<file path="src/rtl/uart_pkg.sv">
// ---------------------------------------------------------------------------
// uart_pkg
// Shared definitions for the UART receive path (and the future transmitter):
// parity mode encodings, the receiver FSM state type and the smallest baud
// divisor the bit timing can tolerate.
// ---------------------------------------------------------------------------
package uart_pkg;

  // Parity mode encodings for the PARITY parameter
  localparam int PAR_NONE = 0;
  localparam int PAR_ODD  = 1;
  localparam int PAR_EVEN = 2;

  // Below this the half-bit start delay gets too short to land mid-bit
  localparam int MIN_DIVISOR = 8;

  typedef enum logic [2:0] {
    S_IDLE,
    S_START,
    S_DATA,
    S_PARITY,
    S_STOP
  } rx_state_e;

endpackage

</file>
<file path="src/rtl/sync_fifo.sv">
// ---------------------------------------------------------------------------
// sync_fifo
// Single-clock first-word-fall-through FIFO, shared by the UART receiver and
// transmitter.
//
// Ports:
//   clk, reset  - clock and synchronous active-high reset (empties the FIFO)
//   push, din   - write request and data; accepted when not full, or when
//                 full but a pop happens in the same cycle
//   pop         - read request; ignored when empty
//   dout        - head entry, forced to 0 while empty
//   full, empty - occupancy status
//   count       - number of stored entries
// ---------------------------------------------------------------------------
module sync_fifo #(
  parameter int WIDTH = 8,
  parameter int DEPTH = 16
) (
  input  logic                     clk,
  input  logic                     reset,
  input  logic                     push,
  input  logic                     pop,
  input  logic [WIDTH-1:0]         din,
  output logic [WIDTH-1:0]         dout,
  output logic                     full,
  output logic                     empty,
  output logic [$clog2(DEPTH):0]   count
);

  localparam int AW = $clog2(DEPTH);

  logic [WIDTH-1:0] mem [DEPTH];
  logic [AW:0]      wptr;
  logic [AW:0]      rptr;
  logic             do_push;
  logic             do_pop;

  // Pointers carry one extra bit so full and empty are distinguishable
  assign count   = wptr - rptr;
  assign empty   = (wptr == rptr);
  assign full    = (count == (AW+1)'(DEPTH));
  assign do_pop  = pop && !empty;
  // A pop frees the head slot this cycle, so a full FIFO can still accept
  assign do_push = push && (!full || do_pop);
  assign dout    = empty ? '0 : mem[rptr[AW-1:0]];

  // Pointer registers; reset discards all contents
  always_ff @(posedge clk) begin
    if (reset) begin
      wptr <= '0;
      rptr <= '0;
    end else begin
      if (do_push) wptr <= wptr + (AW+1)'(1);
      if (do_pop)  rptr <= rptr + (AW+1)'(1);
    end
  end

  // Storage array; no reset needed since empty masks stale contents
  always_ff @(posedge clk) begin
    if (do_push) mem[wptr[AW-1:0]] <= din;
  end

endmodule

</file>
<file path="src/rtl/uart_rx_fifo.sv">
// ---------------------------------------------------------------------------
// uart_rx_fifo
// Parametrised UART receiver with a receive FIFO and sticky error flags.
//
// Ports:
//   clk, reset  - system clock, synchronous active-high reset
//   rxd         - asynchronous serial input, idles high
//   divisor     - clocks per bit, latched at each start-bit detection
//   rd          - pop strobe for the FIFO head
//   dout, dv    - FIFO head (first-word-fall-through) and not-empty
//   count       - FIFO occupancy
//   parity_err  - sticky parity mismatch on a stored byte
//   frame_err   - sticky, some stop bit sampled low (byte discarded)
//   overrun     - sticky, a good byte was dropped on a full FIFO
//   clr_err     - clears the sticky flags (a same-cycle set wins)
// ---------------------------------------------------------------------------
module uart_rx_fifo
  import uart_pkg::*;
#(
  parameter int DATA_BITS = 8,
  parameter int PARITY    = 0,
  parameter int STOP_BITS = 1,
  parameter int DIV_W     = 16,
  parameter int DEPTH     = 16
) (
  input  logic                   clk,
  input  logic                   reset,
  input  logic                   rxd,
  input  logic [DIV_W-1:0]       divisor,
  input  logic                   rd,
  output logic [DATA_BITS-1:0]   dout,
  output logic                   dv,
  output logic [$clog2(DEPTH):0] count,
  output logic                   parity_err,
  output logic                   frame_err,
  output logic                   overrun,
  input  logic                   clr_err
);

  logic                 sync1;
  logic                 rxs;
  logic                 rxs_d;
  logic                 fall;
  rx_state_e            state;
  rx_state_e            next_state;
  logic [DIV_W-1:0]     cnt;
  logic [DIV_W-1:0]     div_q;
  logic                 tick;
  logic [DATA_BITS-1:0] shreg;
  logic [3:0]           bit_idx;
  logic [1:0]           stop_idx;
  logic                 last_data;
  logic                 last_stop;
  logic                 par_pend;
  logic                 stop_bad;
  logic                 start_det;
  logic                 frame_done;
  logic                 frame_ok;
  logic                 frame_bad;
  logic                 push;
  logic                 par_set;
  logic                 ovr_set;
  logic                 fifo_full;
  logic                 fifo_empty;

  // Two-flop synchronizer plus one delayed copy for falling-edge detection;
  // all reset high so a reset never looks like a start edge
  always_ff @(posedge clk) begin
    if (reset) begin
      sync1 <= 1'b1;
      rxs   <= 1'b1;
      rxs_d <= 1'b1;
    end else begin
      sync1 <= rxd;
      rxs   <= sync1;
      rxs_d <= rxs;
    end
  end

  assign fall      = rxs_d && !rxs;
  // Counter expiry marks a sample point
  assign tick      = (cnt == DIV_W'(1));
  assign last_data = (bit_idx == 4'(DATA_BITS - 1));
  assign last_stop = (stop_idx == 2'(STOP_BITS - 1));

  // FSM state register
  always_ff @(posedge clk) begin
    if (reset) state <= S_IDLE;
    else       state <= next_state;
  end

  // FSM next-state logic; STOP leaves on its final sample (mid bit) so a
  // back-to-back start edge is still caught in IDLE
  always_comb begin
    next_state = state;
    case (state)
      S_IDLE:   if (fall) next_state = S_START;
      S_START:  if (tick) next_state = rxs ? S_IDLE : S_DATA;
      S_DATA:   if (tick && last_data)
                  next_state = (PARITY == PAR_NONE) ? S_STOP : S_PARITY;
      S_PARITY: if (tick) next_state = S_STOP;
      S_STOP:   if (tick && last_stop) next_state = S_IDLE;
      default:  next_state = S_IDLE;
    endcase
  end

  // FSM outputs: start detection, end-of-frame outcome and FIFO/flag strobes
  always_comb begin
    start_det  = 1'b0;
    frame_done = 1'b0;
    case (state)
      S_IDLE:  start_det  = fall;
      S_STOP:  frame_done = tick && last_stop;
      default: ;
    endcase
    frame_ok  = frame_done && !stop_bad && rxs;
    frame_bad = frame_done && (stop_bad || !rxs);
    push      = frame_ok && (!fifo_full || rd);
    ovr_set   = frame_ok && fifo_full && !rd;
    par_set   = push && par_pend;
  end

  // Bit timing and frame datapath: counter, shift register, parity and stop
  // checks. The first expiry lands mid start bit, later ones one bit apart.
  always_ff @(posedge clk) begin
    if (reset) begin
      cnt      <= '0;
      div_q    <= '0;
      shreg    <= '0;
      bit_idx  <= '0;
      stop_idx <= '0;
      par_pend <= 1'b0;
      stop_bad <= 1'b0;
    end else if (start_det) begin
      cnt      <= divisor >> 1;
      div_q    <= divisor;
      bit_idx  <= '0;
      stop_idx <= '0;
      par_pend <= 1'b0;
      stop_bad <= 1'b0;
    end else if (state != S_IDLE) begin
      cnt <= tick ? div_q : cnt - DIV_W'(1);
      if (tick) begin
        case (state)
          S_DATA: begin
            shreg   <= {rxs, shreg[DATA_BITS-1:1]};
            bit_idx <= bit_idx + 4'd1;
          end
          S_PARITY: par_pend <= (((^shreg) ^ rxs) != (PARITY == PAR_ODD));
          S_STOP: begin
            stop_idx <= stop_idx + 2'd1;
            if (!rxs) stop_bad <= 1'b1;
          end
          default: ;
        endcase
      end
    end
  end

  // Sticky error flags; a set in the same cycle as clr_err keeps the flag high
  always_ff @(posedge clk) begin
    if (reset) begin
      parity_err <= 1'b0;
      frame_err  <= 1'b0;
      overrun    <= 1'b0;
    end else begin
      parity_err <= par_set   || (parity_err && !clr_err);
      frame_err  <= frame_bad || (frame_err  && !clr_err);
      overrun    <= ovr_set   || (overrun    && !clr_err);
    end
  end

  sync_fifo #(
    .WIDTH (DATA_BITS),
    .DEPTH (DEPTH)
  ) u_fifo (
    .clk   (clk),
    .reset (reset),
    .push  (push),
    .pop   (rd),
    .din   (shreg),
    .dout  (dout),
    .full  (fifo_full),
    .empty (fifo_empty),
    .count (count)
  );

  assign dv = !fifo_empty;

endmodule
</file>
<file path="config.mk">
export PLATFORM = sky130hd
export DESIGN_NAME = uart_rx_fifo
export DESIGN_NICKNAME = d
export VERILOG_FILES = /design/src/rtl/uart_pkg.sv /design/src/rtl/sync_fifo.sv /design/src/rtl/uart_rx_fifo.sv
export SDC_FILE = /design/constraint.sdc
export NUM_CORES = 1
export LEC_CHECK = 0
export CORE_MARGIN = 3
export CORE_UTILIZATION = 45
export CTS_CLUSTER_DIAMETER = 80
export DETAILED_ROUTE_END_ITERATION = 8
export GPL_ROUTABILITY_DRIVEN = 0
export MAX_ROUTING_LAYER = met4
export PLACE_DENSITY = 0.67
export SLEW_MARGIN = 10
export SYNTH_ARGS = -nofsm -noshare
export SYNTH_HDL_FRONTEND = slang
export SYNTH_HIERARCHICAL = 1
export SYNTH_SLANG_ARGS = --single-unit
</file>
<file path="constraint.sdc">
create_clock -name clk -period 3.86 [get_ports clk]
set_clock_uncertainty 0.2 [all_clocks]
set_input_delay 0.772 -clock clk [delete_from_list [all_inputs] [get_ports clk]]
set_output_delay 0.772 -clock clk [all_outputs]
set_load 0.05 [all_outputs]
</file>
Yosys cells after proc, flatten, opt, wreduce, memory -nomap -nowiden
Memories as Yosys holds them, arrays and structs flattened. A register that Yosys moved wholly into a read port is not among the register bits.
Cells that the tools add are included.
- add/subtract/negate cells: 6
- mux-type cells: 17
- reductions and logical operators: 39
- bitwise gates (word level): 3
- eq/ne operators: 13
- operators with widths (operator ; number):
    two-way mux 15 bit ; 2
    == test 16 x 1 -> 1 bit, second input constant ; 1
    two-way mux 16 bit ; 1
    subtractor 16 x 1 -> 16 bit, second input constant ; 1
    logical AND 1 bit ; 15
    two-way mux 3 bit ; 5
    one-hot mux 3 bit (5 select lines) ; 1
    adder 5 x 1 -> 5 bit, second input constant ; 2
    != test 2 bit, second input constant ; 5
    AND reduction 3 bit ; 3
    two-way mux 4 bit ; 2
    two-way mux 8 bit ; 1
    AND reduction 4 bit ; 2
    XOR reduction 8 bit ; 1
    == test 3 x 2 -> 1 bit, second input constant ; 2
    logical NOT 1 bit ; 6
    logical OR 1 bit ; 6
    == test 5 bit ; 1
    == test 5 bit, second input constant ; 1
    AND reduction 5 bit ; 1
    subtractor 5 bit ; 1
    adder 4 x 1 -> 4 bit, second input constant ; 1
    == test 4 x 3 -> 1 bit, second input constant ; 1
    two-way mux 1 bit ; 4
    other kinds (11) ; 12
- register bits after elaboration: 67
- bits of input ports: 21
- logic and storage cells: 96
- memories kept: 1
- bits in writable memories: 128
- memories (memory ; depth ; width ; read ports ; clocked after Yosys merged registers in ; write ports ; line ; text):
    u_fifo.mem ; 16 ; 8 ; 1 ; 1 ; 1 ; sync_fifo.sv:32 ; logic [WIDTH-1:0] mem [DEPTH];

Depth between registers and ports, before layout
- depth after elaboration: 9
- depth in mapped cells: 17
- depth with buffers taken out: 15

By module
The synthesis kept the hierarchy.
- by module, submodules not included (module ; instances ; area an instance (µm²) ; cells each ; sequential area each (µm²)):
    sync_fifo ; 1 ; 5803.1 ; 311 ; 4124.0
    uart_rx_fifo ; 1 ; 2919.0 ; 371 ; 1141.1

Worst setup path before layout
OpenSTA, ideal clock, no wires.
- path kind: reg2reg
- start: register u_fifo.wptr[0]
- end: memory u_fifo.mem[3][0], enable pin
- library setup time: 0.383 ns
- data required time: 3.277 ns
- slack: -0.725 ns
- stages on the path, launching flop included: 16
- data arrival time: 4.002 ns
- period minus slack after synthesis: 4.585 ns
- path through: dfxtp_1 -> inv_1 -> ha_1 -> inv_1 -> fa_1 -> xor2_1 -> nor3_1 -> o2111ai_1 -> clkbuf_1 -> inv_1 -> nand2b_1 -> nor3b_1 -> clkbuf_1 -> nand2_1 -> o21bai_1 -> nor3_1
- longest elaborated chain between the ends: 8
- RTL lines (element ; line ; text):
    start: declaration ; sync_fifo.sv:33 ; logic [AW:0] wptr;
    start signal: assignment ; sync_fifo.sv:53 ; if (do_push) wptr <= wptr + (AW+1)'(1);
    subtractor 5 bit ; sync_fifo.sv:39 ; assign count = wptr - rptr;
    via count[2] ; uart_rx_fifo.sv:33 ; output logic [$clog2(DEPTH):0] count,
    == test 5 bit ; sync_fifo.sv:41 ; assign full = (count == (AW+1)'(DEPTH));
    via fifo_full ; uart_rx_fifo.sv:63 ; logic fifo_full;
    logical NOT 1 bit ; uart_rx_fifo.sv:118 ; push = frame_ok && (!fifo_full || rd);
    logical OR 1 bit ; uart_rx_fifo.sv:118 ;
    logical AND 1 bit ; uart_rx_fifo.sv:118 ;
    via push ; uart_rx_fifo.sv:60 ; logic push;
    logical AND 1 bit ; sync_fifo.sv:44 ; assign do_push = push && (!full || do_pop);
    two-way mux 1 bit ; sync_fifo.sv:60 ; if (do_push) mem[wptr[AW-1:0]] <= din;
    two-way mux 1 bit (implied by the code) ; sync_fifo.sv:60 ;
    end: declaration ; sync_fifo.sv:32 ;
The timed path passes the listed nets, and every way through them passes these cells.

Final worst setup path
- start: register u_fifo.wptr[0]
- end: output count[2]
- longest elaborated chain between the ends: 1
- RTL lines (element ; line):
    subtractor 5 bit ; sync_fifo.sv:39
    end: declaration ; uart_rx_fifo.sv:33
Every way passes these cells.

==> results.toml <==
[floorplanning]
rows = 50
ios = 38
die-area_mm2 = 0.0211
start_util_pct = 46.2
die_w_um = 145
core_area_mm2 = 0.0189
die_h_um = 145

[cts]
htreeDepth = 4
cts_tree = "yes"
clkSinkCount = 199
numCtsBuffers = 17
insertion_delay_ns = 0.43
cts.path.max_buffers = 2
root_buffer = "clkbuf_16"
clk_pin_slew_ns = 0.07

[grt]
busiest_layer = "met2"
globalRouteTotalUtil_pct = 20.1
grt_pass1_vias = 5705
antenna_found_initial = 0
grt_max_degree = 42
use_met3_pct = 3.75
grt_pass1_wl_um = 32400
grtUsageMet2_pct = 33.1
grt.met1_usage_pct = 26.0
grt-ovfl-total = 0

[placement]
dp_hpwl_um = 13700
place_area_mm2 = 0.00948
portBuffers = 37

[sta]
rsz0062_at_grt = "true"
timing.final.crit_share_pct = 93.5
period_needed_ns = 3.61
hold_violations = 0
slew_headroom_pct = 39.6
finalSetupViolations = 0
slew_violations = 0
max_freq_mhz = 277
worst_pin_slew_ns = 0.905

[logic_synthesis]
yosysTopAreaCellShare_pct = 44.1
netlist_top_cells_area = "edfxtp_1 (44%), dfxtp_1 (16%), mux4_2 (10%), nand2_1 (4.0%), a21oi_1 (3.0%)"
synth_seq_cells = 199
synth_seq_area_share_pct = 60.4
syn_area_per_cell_um2 = 12.8
ys_warn_count = 6
synth_area_mm2 = 0.00872
synthMuxAreaShare_pct = 11.0
synth_compound_area_share_pct = 8.87
synth_top_family_by_area = "simple AND/OR/NAND/NOR gates"
yosys.area_share.adder_pct = 2.09
ys_top_cells_by_count = "edfxtp_1 (128), nand2_1 (93), dfxtp_1 (71)"
synth-xor-area-share_pct = 2.27
synthCells = 682
synth_edf_count = 128
dominantRegCellSynth = "edfxtp_1"
yosys.area.top_type = "edfxtp_1"
ys_types = 64
yosys.area_share.simple_pct = 12.6
async_reset_ff_share_pct = 0
yosysMostFrequentCell = "edfxtp_1"
syn_nets = 717

[drt]
wl_per_cell_um = 20.0
wirelength_um = 20000
ant_nets = 0
first_iter_violations = 432
drc = 0
first_pass_iters = 5
vias = 5698
vias_per_cell = 5.72

[pwr]
vdd_drop_max_mv = 0.327
p_clk_share_pct = 39.8
power_frac_comb_pct = 7.4
p_per_area_mw_per_mm2 = 432
swShare_pct = 24.2
p_int_uw = 3300
power.switching_uw = 1050
pwr-share-seq_pct = 52.8
leakagePower_uw = 0.00337

[finish]
num-nets-final = 759
area_delta_synth_final_pct = 15.5
num-fill-cells = 1579
fin_area_mm2 = 0.0101
fin_util_pct = 53.3
drive_gt1_share_pct = 17.6
num_antenna_cells = 0

[worst_setup_path]
worstPathCellList = "inv_1, ha_1, inv_1, fa_1, xor2_4, clkdlybuf4s50_1"
critPathMaxFanout = 6
required_ns = 2.89
cp-start-kind = "flip-flop"
cp_slowest_cell = "clkdlybuf4s50_1"
cp_slowest_stage_delay_ns = 0.82
crit_top_cell = "inv_1"
critical_path_class = "flip-flop to output pin"
critPathArrivalTime_ns = 2.64
endpoint_kind = "output pin"

[run]
maxCapViolations = 0

[min_path]
hold_path_class = "flip-flop to flip-flop"

[run_status]
status = "complete, no violations"
-- worst paths after layout --
kind                                    start                     endpoint  slack [ns]  depth (start not counted)
hold reg to reg              sync1$_SDFF_PP1_               rxs$_SDFF_PP1_        0.21                          1
hold / removal               sync1$_SDFF_PP1_               rxs$_SDFF_PP1_        0.21                          1
setup reg to reg  u_fifo/wptr[0]$_SDFFE_PP0P_  u_fifo/mem[11][6]$_DFFE_PP_        0.35                         13
setup / recovery  u_fifo/wptr[0]$_SDFFE_PP0P_                     count[2]        0.25                          6
-- final cells by class --
cell class	count	area (um^2)	share of cell area (%)
inverters	17	63.8	0.633
repair buffers	64	563	5.59
well taps	260	325	3.23
clock buffers	20	460	4.57
clock inverters	12	128	1.27
multi-input cells	425	3270	32.5
flip-flops and latches	199	5270	52.3
-- sequential cells by signal, summed over array words and instances (netlist names), 3 cells and up, named ones only --
register,flops
state,3
div_q,16
u_fifo/mem,128
shreg,8
bit_idx,4
u_fifo/rptr,5
cnt,16
u_fifo/wptr,5
-- kinds of logic (layout without fill, tap and decap cells) --
family                   count (synthesis)  after routing
AO/OA/AOI/OAI                          120            120
XOR/XNOR                                21             21
adder cells (fa/ha/maj)                 14             14
buffers and inverters                   58            113
flip-flops                             199            199
multiplexers                            46             46
AND/OR/NAND/NOR                        224            224
-- stage by stage --
stage	setup WS [ns]	hold WS (ns)	total power [uW]	setup TNS, ns	instances
after floorplan	0.0599	0.189	2570	0	682
after global placement	0.450	0.193	2650	0	964
after detailed placement	0.247	0.194	2660	0	964
after CTS	0.0208	0.212	4380	0	996
after global routing	-0.0299	0.226	4520	-0.284	997
final	0.251	0.211	4360	0	997
-- routing by layer --
metal,share of wire [%],vias up
li1,-,2637
met5,0,-
met1,42,2829
met3,5.4,19
met2,51,213
met4,1.3,0
-- worst max-delay path, delay by kind of cell, from the launching register on --
family     cells  cell delay, ns
buf+inv        3            1.02
flops          1            0.37
xor+xnor       1            0.16
fa+ha+maj      2            0.64
-- cell usage in the layout, fill, tap and decap left out, types with 4 or more instances in the layout --
cell type and count:
a21oi_1 52, a221oi_1 5, and2_1 4, buf_4 34, clkbuf_16 17, clkdlybuf4s50_1 27
dfxtp_1 70, edfxtp_1 128, ha_1 13, inv_1 16, inv_6 4, mux2i_1 6
mux4_2 40, nand2_1 93, nand2b_1 8, nand3_1 11, nand3b_1 4, nand4_1 7
nor2_1 36, nor2b_1 13, nor3_1 10, nor3b_1 4, nor4_1 7, o211ai_1 12
o21ai_0 12, o311ai_0 5, or2_2 4, or3_1 4, xnor2_1 13, xor2_1 6
-- what timing repair did --
| action | 4_1_cts | 5_1_grt |
|---|---|---|
| hold buffers | 0 | 0 |
| resized for setup | 0 | 2 |
| setup endpoints to repair | 0 | 33 |
| setup buffers | 0 | 1 |
-- power by group through the flow --
stage / logic [uW] / clock network, uW / registers (uW)
after global placement: 306 / 0 / 2350
final: 321 / 1740 / 2300
after global routing: 352 / 1870 / 2310
after detailed placement: 315 / 0 / 2350
after floorplan: 242 / 0 / 2330
after CTS: 317 / 1770 / 2300
Note: power is estimated with default switching activity, not from simulation.
